===== src/rtl/jogo_pkg.sv =====
// jogo_pkg: shared FSM state encoding, difficulty codes and default sizing for the game blocks
package jogo_pkg;
  typedef enum logic [2:0] {
    OCIOSO  = 3'd0,
    PREPARA = 3'd1,
    JOGANDO = 3'd2,
    TROCA   = 3'd3,
    PAUSA   = 3'd4
  } estado_t;
  localparam logic [1:0] NIVEL_0 = 2'd0;
  localparam logic [1:0] NIVEL_1 = 2'd1;
  localparam logic [1:0] NIVEL_2 = 2'd2;
  localparam logic [1:0] NIVEL_3 = 2'd3;
  localparam int NUM_POS_DEF      = 9;
  localparam int PAUSA_CICLOS_DEF = 50_000_000;
endpackage


===== src/rtl/gerador_lfsr.sv =====
// gerador_lfsr: free-running 16-bit Fibonacci LFSR, x^16+x^14+x^13+x^11+1
//  clock in  system clock
//  reset in  asynchronous active-high reset, loads SEED
//  Q     out current LFSR state
module gerador_lfsr #(
  parameter logic [15:0] SEED = 16'hACE1
) (
  input  logic        clock,
  input  logic        reset,
  output logic [15:0] Q
);
  logic [15:0] lfsr_q, lfsr_d;
  assign lfsr_d = {lfsr_q[14:0], lfsr_q[15] ^ lfsr_q[13] ^ lfsr_q[12] ^ lfsr_q[10]};
  assign Q = lfsr_q;
  always_ff @(posedge clock or posedge reset)
    if (reset) lfsr_q <= SEED;
    else lfsr_q <= lfsr_d;
endmodule


===== src/rtl/sequenciador_alvo.sv =====
// sequenciador_alvo: round sequencer choosing the target LED and gating the round timer
//  clock, reset          clock and asynchronous active-high reset
//  iniciar, parar        start (sampled when idle) / abort (highest priority)
//  nivel_dificuldade     level 0 sequential targets, 1-3 pseudo-random
//  ganhou/perdeu_ponto   round result, honoured only while playing
//  position_led          current target, always < NUM_POS
//  conta_nivel           round timer enable
//  reset_nivel/ponto     one-cycle clears of round timer / score
//  rodada_ativa          high while playing
//  rodadas               completed rounds, saturating at 255
module sequenciador_alvo
  import jogo_pkg::*;
#(
  parameter int          NUM_POS      = NUM_POS_DEF,
  parameter int          PAUSA_CICLOS = PAUSA_CICLOS_DEF,
  parameter int          PAUSA_N      = 26,
  parameter logic [15:0] LFSR_SEED    = 16'hACE1
) (
  input  logic       clock,
  input  logic       reset,
  input  logic       iniciar,
  input  logic       parar,
  input  logic [1:0] nivel_dificuldade,
  input  logic       ganhou_ponto,
  input  logic       perdeu_ponto,
  output logic [3:0] position_led,
  output logic       conta_nivel,
  output logic       reset_nivel,
  output logic       reset_ponto,
  output logic       rodada_ativa,
  output logic [7:0] rodadas
);
  localparam logic [4:0]         NP        = 5'(NUM_POS);
  localparam logic [PAUSA_N-1:0] PAUSA_FIM = PAUSA_N'(PAUSA_CICLOS - 1);
  estado_t              estado_q, estado_d;
  logic [3:0]           pos_q, pos_d, alvo;
  logic [7:0]           rodadas_q, rodadas_d;
  logic [PAUSA_N-1:0]   pausa_q, pausa_d;
  logic                 conta_q, conta_d, rst_nivel_q, rst_nivel_d;
  logic                 rst_ponto_q, rst_ponto_d, ativa_q, ativa_d;
  logic [15:0]          lfsr;
  logic [4:0]           pos5, prox_seq, c_raw, c_mod, c_sel;
  logic                 unused_lfsr;
  gerador_lfsr #(.SEED(LFSR_SEED)) u_lfsr (.clock(clock), .reset(reset), .Q(lfsr));
  assign unused_lfsr = ^lfsr[15:4];
  // Random pick folds 0..15 into range, then steps past the current target so it never repeats.
  assign pos5     = {1'b0, pos_q};
  assign prox_seq = (pos5 == NP - 5'd1) ? 5'd0 : pos5 + 5'd1;
  assign c_raw    = {1'b0, lfsr[3:0]};
  assign c_mod    = (c_raw >= NP) ? c_raw - NP : c_raw;
  assign c_sel    = (c_mod != pos5) ? c_mod : (c_mod == NP - 5'd1) ? 5'd0 : c_mod + 5'd1;
  assign alvo     = (nivel_dificuldade == NIVEL_0) ? 4'(prox_seq) : 4'(c_sel);
  always_comb begin
    estado_d  = estado_q;
    pos_d     = pos_q;
    rodadas_d = rodadas_q;
    pausa_d   = (estado_q == PAUSA) ? pausa_q + 1'b1 : '0;
    case (estado_q)
      OCIOSO:  estado_d = iniciar ? PREPARA : OCIOSO;
      PREPARA: begin
        estado_d  = JOGANDO;
        rodadas_d = '0;
        pos_d     = '0;
      end
      JOGANDO: if (ganhou_ponto | perdeu_ponto) begin
        estado_d  = TROCA;
        rodadas_d = (rodadas_q == 8'hFF) ? rodadas_q : rodadas_q + 8'd1;
      end
      TROCA: begin
        estado_d = PAUSA;
        pos_d    = alvo;
      end
      PAUSA:   estado_d = (pausa_q == PAUSA_FIM) ? JOGANDO : PAUSA;
      default: estado_d = OCIOSO;
    endcase
    if (parar) begin
      estado_d  = OCIOSO;
      pos_d     = pos_q;
      rodadas_d = rodadas_q;
    end
    // Outputs are decoded from the next state so they are registered alongside it.
    conta_d     = estado_d == JOGANDO;
    ativa_d     = estado_d == JOGANDO;
    rst_nivel_d = estado_d == PREPARA || estado_d == TROCA;
    rst_ponto_d = estado_d == PREPARA;
  end
  always_ff @(posedge clock or posedge reset)
    if (reset) begin
      estado_q    <= OCIOSO;
      pos_q       <= '0;
      rodadas_q   <= '0;
      pausa_q     <= '0;
      conta_q     <= 1'b0;
      rst_nivel_q <= 1'b0;
      rst_ponto_q <= 1'b0;
      ativa_q     <= 1'b0;
    end else begin
      estado_q    <= estado_d;
      pos_q       <= pos_d;
      rodadas_q   <= rodadas_d;
      pausa_q     <= pausa_d;
      conta_q     <= conta_d;
      rst_nivel_q <= rst_nivel_d;
      rst_ponto_q <= rst_ponto_d;
      ativa_q     <= ativa_d;
    end
  assign position_led = pos_q;
  assign rodadas      = rodadas_q;
  assign conta_nivel  = conta_q;
  assign reset_nivel  = rst_nivel_q;
  assign reset_ponto  = rst_ponto_q;
  assign rodada_ativa = ativa_q;
endmodule


===== config.mk =====
export PLATFORM = sky130hd
export DESIGN_NAME = sequenciador_alvo
export DESIGN_NICKNAME = d
export VERILOG_FILES = /design/src/rtl/jogo_pkg.sv /design/src/rtl/gerador_lfsr.sv /design/src/rtl/sequenciador_alvo.sv
export SDC_FILE = /design/constraint.sdc
export NUM_CORES = 1
export LEC_CHECK = 0
export ABC_AREA = 1
export BUFFER_PORTS_ARGS = -buffer_cell sky130_fd_sc_hd__buf_2
export CAP_MARGIN = 20
export CORE_ASPECT_RATIO = 0.6
export CORE_MARGIN = 2
export CORE_UTILIZATION = 25
export DETAILED_ROUTE_END_ITERATION = 8
export PLACE_DENSITY = 0.49
export SETUP_SLACK_MARGIN = 0.02
export SLEW_MARGIN = 20
export SYNTH_ARGS = -nofsm -noshare
export SYNTH_HDL_FRONTEND = slang
export SYNTH_SLANG_ARGS = --single-unit

===== constraint.sdc =====
create_clock -name clock -period 2.7 [get_ports clock]
set_clock_uncertainty 0.05 [all_clocks]
set_input_delay 0.135 -clock clock [delete_from_list [all_inputs] [get_ports clock]]
set_output_delay 0.135 -clock clock [all_outputs]
set_load 0.005 [all_outputs]

==> metrics.csv <==
stage,metric,value,unit
flow_run,drv_cap,0,
cells_and_area,post-route-util,30.94,%
sta,rsz0062_at_grt,false,
drt,num_vias,2580,
synth,syn_area,0.003098,mm^2
die,io_pins,24,
clock_network,clkLatencyLatePin,330,ps
synth,synth.avg_cell_area,8.239,um^2
clock_network,cts.repair.resized,0,
synth,synthCells,376,
cells_and_area,diodes,0,
die,rows,31,
die,die_y,90.23,um
synth,yosysWarnings,0,
clock_network,h-tree-depth,3,
clock_network,clk_pin_slew,50,ps
cells_and_area,most-common-layout-cells,"78 x nand2_1, 52 x dfrtp_1, 48 x inv_1, 35 x nor2_1, 34 x nand3_1",
global_route,grt_pass1_wl,11710,um
synth,ys_ff_latch,60,
hold_path,min_path_type,in -> reg,
die,dieArea,0.01333,mm^2
clock_network,cts_setup_buffers,0,
critical_path,crit_fanout,5,
sta,finalSetupTns,0,ps
drt,drt_iter0_drc,149,
clock_network,tritoncts,built,
global_route,gr-total-overflow,0,
placed_design,place_congestion,0.8317,
drt,routedWlPerCell,12.07,um
drt,avgViaCountPerCell,4.448,
drt,drt-total-wl,7002,um
synth,synth_fp_nets,391,
pwr,power-per-cell-area,617.2,mW/mm^2
outcome,status,completed,
clock_network,cts_root_buffer,clkbuf_16,
critical_path,critPathLaunchType,flip-flop,
die,design.core.area,0.01206,mm^2
sta,finalSetupViolCount,0,
critical_path,cp.arrival,2280,ps
drt,dr.pass1.iters,4,
pwr,total_power,2304,uW
die,initial_core_util,25.68,%
global_route,grt_pass1_vias,2350,
die,die_w,147.7,um
synth,synthArstFlopShare,100.0,%
pwr,leakage,0.001742,uW
clock_network,cts.sinks,60,
global_route,antenna_found_initial,0,
critical_path,worstSetupPathType,reg -> reg,
global_route,grt_max_degree,36,
sta,max_freq,474.8,MHz
synth,synth_ff_type,dfrtp_1,
synth,synth_edf_count,0,
global_route,groute.usage.overall,11.20,%
sta,period_needed,2106,ps
drt,ant_nets,0,
sta,slew_headroom,59.33,%
sta,timing.final.crit_share,78.00,%
cells_and_area,syn_to_final_growth,20.48,%
sta,hold_violations,0,
cells_and_area,layout_commonest_cell,nand2_1,
clock_network,cts_buffers,9,
critical_path,crit_path_end_kind,flip-flop,
placed_design,dp_hpwl,5105,um
drt,drc,0,
sta,worst_slew_pin_slew,605.4,ps
sta,maxSlewViolCount,0,
cells_and_area,final_nets,425,
synth,ys_types,35,
synth,seq_area_frac_synth,48.79,%
cells_and_area,layout-drive-gt1-share,16.14,%
clock_network,ctsHoldBuffers,2,
clock_network,clockBufferDepth,2,
placed_design,io_buffers,23,
pwr,vdd_ir_drop_max,0.0002446,V
critical_path,crit_required,2870,ps
-- layout make-up --
class	count	area, um^2
clock inverter	5	52.55
inverter	49	183.9
timing repair buffer	27	162.7
tap	165	206.4
multi-input combinational	263	1383
fill	1274	8330
sequential	60	1511
clock buffer	11	232.7
-- metrics by stage --
step | hold slack [ps] | cells | setup slack [ps] | instance area (um^2)
5_1_grt | 88.80 | 580 | 362.8 | 3732
4_1_cts | 69.33 | 580 | 595.1 | 3732
2_1_floorplan | 148.1 | 376 | 743.7 | 3098
6_report | 84.50 | 580 | 594.0 | 3732
3_5_place_dp | 189.8 | 562 | 605.9 | 3427
3_3_place_gp | 181.8 | 562 | 623.4 | 3427
-- worst max-delay path: stages, from the launching register on --
cell and delay, ps:
dfstp_2 540, inv_1 90, ha_1 230, inv_1 70
nand2_1 50, nand2_1 50, nand3_1 80, nand2_2 120
inv_1 90, nand2_1 80, nand3_1 90, nor2_2 160
nand2_1 80, nand2_1 70, nand2_1 60, nand2_1 60
nand2_1 40
-- metal layers --
metal | share of wire [%] | global-route usage, %
met5 | 0 | 0
met4 | 0.80 | 2.404
met3 | 8.1 | 4.467
met2 | 37 | 14.19
met1 | 54 | 17.36
-- sequential cells by signal (all words and copies together) (netlist names) --
| signal | flops |
|---|---|
| reset_ponto | 1 |
| position_led | 4 |
| reset_nivel | 1 |
| rodada_ativa | 1 |
| pausa_q | 26 |
| estado_q | 3 |
| rodadas | 8 |
| u_lfsr.Q | 16 |
-- power by group --
| group | switching, uW | internal (uW) | leakage [uW] | total (uW) |
|---|---|---|---|---|
| clock | 392 | 709 | 0.000139 | 1100 |
| combinational | 145 | 84.1 | 0.000799 | 229 |
| sequential | 41.8 | 932 | 0.000803 | 974 |
-- Yosys cell counts (2+ instances only) --
| master | count | area share [%] |
|---|---|---|
| or2_1 | 2 | 0.40 |
| nand3_2 | 3 | 0.97 |
| a31oi_1 | 2 | 0.40 |
| nor3_1 | 14 | 2.3 |
| o21ai_0 | 17 | 2.7 |
| nor4_1 | 2 | 0.40 |
| nor3_4 | 2 | 1.1 |
| o31ai_1 | 4 | 0.97 |
| dfstp_2 | 8 | 6.8 |
| xor2_1 | 5 | 1.4 |
| a21oi_1 | 25 | 4.0 |
| nor2_1 | 35 | 4.2 |
| nand2_1 | 78 | 9.5 |
| nor2_2 | 2 | 0.40 |
| nor2_4 | 3 | 1.1 |
| xnor2_1 | 3 | 0.85 |
| nand4_1 | 9 | 1.8 |
| nand3_1 | 34 | 5.5 |
| nand2_2 | 6 | 1.2 |
| ha_1 | 7 | 2.8 |
| clkbuf_1 | 2 | 0.24 |
| inv_1 | 49 | 5.9 |
| dfrtp_1 | 52 | 42 |
-- final timing paths --
path / start / to / slack, ps / cells past startpoint
max reg2reg: u_lfsr.Q[0]$_DFF_PP1_ / position_led[3]$_DFFE_PP0P_ / 590 / 16
min: iniciar / reset_nivel$_DFF_PP0_ / 80 / 3
max: u_lfsr.Q[0]$_DFF_PP1_ / position_led[3]$_DFFE_PP0P_ / 590 / 16
min reg2reg: u_lfsr.Q[9]$_DFF_PP0_ / u_lfsr.Q[10]$_DFF_PP1_ / 300 / 0
min in group asynchronous: reset / rodadas[4]$_DFFE_PP0P_ / 370 / 3
max in group asynchronous: reset / u_lfsr.Q[11]$_DFF_PP1_ / 1580 / 4
-- logic make-up after synthesis --
group                    after synthesis  share of synthesized area, %
XOR/XNOR                               8                         2.262
AND/OR/NAND/NOR                      195                         30.13
AO/OA/AOI/OAI                         53                         9.411
buffers and inverters                 53                         6.583
flip-flops                            60                         48.79
adder cells (fa/ha/maj)                7                         2.827
(Power assumes the default switching activity.)
